### config.mk
export PLATFORM = sky130hd
export DESIGN_NAME = uart_tx
export DESIGN_NICKNAME = d
export VERILOG_FILES = /design/src/rtl/uart_tx.sv
export SDC_FILE = /design/constraint.sdc
export NUM_CORES = 1
export LEC_CHECK = 0
export ABC_AREA = 1
export CAP_MARGIN = 20
export CORE_MARGIN = 4
export CORE_UTILIZATION = 56
export DETAILED_ROUTE_END_ITERATION = 6
export GPL_ROUTABILITY_DRIVEN = 0
export HOLD_SLACK_MARGIN = 0.05
export PLACE_DENSITY_LB_ADDON = 0.15
export SYNTH_ARGS = -nofsm -noshare
export SYNTH_HDL_FRONTEND = slang
export SYNTH_SLANG_ARGS = --single-unit
export TNS_END_PERCENT = 100
### constraint.sdc
create_clock -name clk -period 1.6 [get_ports clk]
set_clock_uncertainty 0.05 [all_clocks]
set_input_delay 0.4 -clock clk [delete_from_list [all_inputs] [get_ports clk]]
set_output_delay 0.4 -clock clk [all_outputs]
set_load 0.01 [all_outputs]
### src/rtl/uart_tx.sv
// UART transmitter: 1 start bit, DATA_W data bits LSB first, 1 stop bit.
// Byte accepted on din_vld && rdy; dout and rdy are both registered.
module uart_tx #(
  parameter int CNT_MAX = 2604,
  parameter int DATA_W  = 8
) (
  input  logic              clk,
  input  logic              rst_n,
  input  logic [DATA_W-1:0] din,
  input  logic              din_vld,
  output logic              rdy,
  output logic              dout
);

  localparam int CW = (CNT_MAX > 2) ? $clog2(CNT_MAX) : 1;
  localparam logic [CW-1:0] CNT_END = CW'(CNT_MAX - 1);
  localparam logic [3:0] BIT_LAST = 4'(DATA_W);
  localparam logic [3:0] BIT_STOP = 4'(DATA_W + 1);

  typedef enum logic {
    IDLE,
    SEND
  } state_t;

  state_t            state;
  logic [CW-1:0]     cnt0;
  logic [3:0]        cnt1;
  logic [DATA_W-1:0] shreg;
  logic              bit_end;

  assign bit_end = (state == SEND) && (cnt0 == CNT_END);

  // Baud counter: runs only while sending, wraps at the end of each bit.
  always_ff @(posedge clk or negedge rst_n) begin
    if (!rst_n) begin
      cnt0 <= '0;
    end else if (state == SEND) begin
      if (bit_end) cnt0 <= '0;
      else         cnt0 <= cnt0 + 1'b1;
    end
  end

  // Bit counter: 0 = start, 1..DATA_W = data, DATA_W+1 = stop.
  always_ff @(posedge clk or negedge rst_n) begin
    if (!rst_n) begin
      cnt1 <= '0;
    end else if (bit_end) begin
      if (cnt1 == BIT_STOP) cnt1 <= '0;
      else                  cnt1 <= cnt1 + 1'b1;
    end
  end

  // Frame FSM: loads the byte, drives the line level for each bit.
  always_ff @(posedge clk or negedge rst_n) begin
    if (!rst_n) begin
      state <= IDLE;
      rdy   <= 1'b1;
      dout  <= 1'b1;
      shreg <= '0;
    end else begin
      unique case (state)
        IDLE: begin
          if (din_vld) begin
            shreg <= din;
            state <= SEND;
            rdy   <= 1'b0;
            dout  <= 1'b0;
          end
        end
        SEND: begin
          if (bit_end) begin
            if (cnt1 == BIT_STOP) begin
              state <= IDLE;
              rdy   <= 1'b1;
              dout  <= 1'b1;
            end else if (cnt1 == BIT_LAST) begin
              dout <= 1'b1;
            end else begin
              dout  <= shreg[0];
              shreg <= shreg >> 1;
            end
          end
        end
      endcase
    end
  end

endmodule

==> flow_summary.yaml <==
finish:
  layout.cells.non_filler: 247
  final_area_um2: 1750
  layout-drive-gt1-share_pct: 15.7
  fin_nets: 230
  mostFrequentLayoutCell: "nand2_1"
  area_growth_pct: 14.9
  layout_common_cells: "nand2_1, dfrtp_1, inv_1, nand3_1, nor2_1"
  antennaDiodeCount: 0
  fin_util_pct: 68.8
job:
  maxCapViolations: 0
clock_network:
  clk_pin_slew_worst_paths_ns: 0.14
  ctsHoldBuffers: 0
  cts_tree: "done"
  cts_buffer_depth: 2
  numClockSinks: 27
  numCtsBuffers: 3
  root_buffer: "clkbuf_4"
  post-cts-setup-buffers: 0
  clkLatencyLatePin_ns: 0.32
  htreeDepth: 1
critical_path:
  crit_path_end_kind: "flop"
  required_ns: 1.78
  worstPathArrival_ns: 1.67
  crit_fanout: 10
  reg2regPathDepth: 8
  cp-start-kind: "flop"
  reg2reg_slack_ns: 0.11
  worstSetupPathType: "reg -> reg"
floorplanning:
  design.die.area_um2: 3620
  core_um2: 2540
  start_util_pct: 59.9
  fp.dieW_um: 60.2
  rows: 18
  die_h_um: 60.2
  io_pins: 13
timing:
  relSlewSlack_pct: 77.3
  finalCritPeriodShare_pct: 93.1
  worst_pin_slew_ns: 0.340
  setup_viol_count_final: 0
  fin_ws_ns: 0.110
  slew_violations: 0
  finalHoldViolations: 0
  fmax_ghz: 0.671
  rsz0062_at_grt: "true"
  finalCriticalPeriod_ns: 1.49
placement:
  io_buffers: 12
  placedCellCount: 243
  placed_cell_area_um2: 1720
  post-place-ws_ns: 0.0246
  dp_hpwl_mm: 2.14
grt:
  grt_pass1_wl_mm: 5.15
  track_usage_pct: 18.6
  grt_pass1_vias: 1254
  grt.overflow.total: 0
  grt_max_degree: 28
  antenna_found_initial: 0
route:
  drtIter0Drc: 60
  ant_nets: 0
  dr_total_vias: 1314
  route.detailed.drc: 0
  drt-total-wl_mm: 2.86
  wl_per_cell_um: 11.6
  via_per_inst: 5.32
  dr.pass1.iters: 6
yosys:
  synth_area_um2: 1520
  synth_seq_area_share_pct: 44.5
  synth_cell_types: 30
  synth_fp_nets: 209
  ys_seq_elements: 27
  syn_area_per_cell_um2: 7.74
  synth_cells: 197
  ys_warn_count: 0
worst_hold_path:
  min_path_type: "in -> async"
power:
  vdd_drop_max_mv: 1.00
  power_leakage_nw: 0.889
  p_per_area_nw_per_um2: 974
outcome:
  status: "completed"
## through the flow
stage / total power [W] / hold WS, ns / TNS (ns)
6_report: 0.00171 / 0.368 / 0
5_1_grt: 0.00184 / 0.355 / -0.0103
4_1_cts: 0.00173 / 0.358 / 0
3_5_place_dp: 0.00143 / 0.410 / 0
3_3_place_gp: 0.00140 / 0.404 / 0
2_1_floorplan: 0.00129 / 0.0544 / 0
## registers in the layout (all words and copies together) (netlist names)
name	cells
dout	1
cnt1	4
cnt0	12
state	1
rdy	1
shreg	8
## worst max-delay path: stages (launching register included)
cell and delay, ns:
dfrtp_1 0.38, ha_2 0.21, nand2_1 0.09, nor2_4 0.16
nand3_4 0.13, nand2_8 0.11, nand3_4 0.12, nand2_1 0.10
nand2_1 0.05
## per-layer routing
| metal | global-route usage, % | part of all wire, % | up-vias |
|---|---|---|---|
| met5 | 0 | 0 | - |
| met4 | 7.91 | 1.1 | 0 |
| met3 | 2.38 | 3.3 | 6 |
| met2 | 33.2 | 51 | 29 |
| met1 | 22.1 | 45 | 605 |
| li1 | - | - | 674 |
## timing repair
item / 4_1_cts / 5_1_grt
resized for setup: 4 / 4
setup endpoints to repair: 2 / 11
pin swaps: 0 / 2
## synth_stat cells
library cell  count  area share (%)
o21ai_1           6             2.0
a21oi_1           5             1.6
ha_1              1            0.82
inv_1            16             3.9
o21bai_1          1            0.49
nor4_1            1            0.41
nand2_2           1            0.41
nand3_2           1            0.66
or2_0             1            0.41
nand4_1           9             3.7
buf_4             2            0.98
nand3_4           2             2.3
nor2_4            3             2.2
dfstp_2           2             3.4
o21ai_0           1            0.33
a22oi_1           1            0.49
nor3_1            2            0.66
nor3b_1           1            0.49
dfrtp_1          25              41
nand3_1          11             3.6
nand2_1          76              19
clkbuf_1          1            0.25
nand4_4           1             1.4
inv_2             6             1.5
a31oi_1           1            0.41
nor2_1           11             2.7
nand2_4           1            0.74
nor2_2            3             1.2
buf_6             1            0.74
xor2_1            4             2.3
## cell type report
type,instances,area [um^2]
fillers,219,793
well taps,30,37.5
flip-flops and latches,27,678
multi-input cells,144,744
inverters,22,82.6
repair buffers,20,183
clock buffers,4,26.3
## cell families (layout without fill, tap and decap cells)
group                    after synthesis  in the layout  share of synthesized area [%]
adder cells (fa/ha/maj)                1              1                          0.821
XOR/XNOR                               4              4                           2.30
buffers and inverters                 26             46                           7.39
flip-flops                            27             27                           44.5
AND/OR/NAND/NOR                      124            124                           39.7
AO/OA/AOI/OAI                         15             15                           5.34
## report_power, final
group	total (W)	internal [W]	switching, W
clock	0.000293	0.0000975	0.000195
combinational	0.000501	0.000218	0.000283
sequential	0.000913	0.000788	0.000125
total	0.00171	0.00110	0.000604
## worst paths after layout
check | startpoint | end
worst max-delay path | cnt0[1] | shreg[3]
max in group asynchronous | rst_n | rdy
worst max register to register | cnt0[1] | shreg[3]
min in group clk | rdy | rdy
worst min register to register | rdy | rdy
worst min-delay path | rst_n | cnt0[9]
Note: power is estimated with default switching activity, not from simulation.
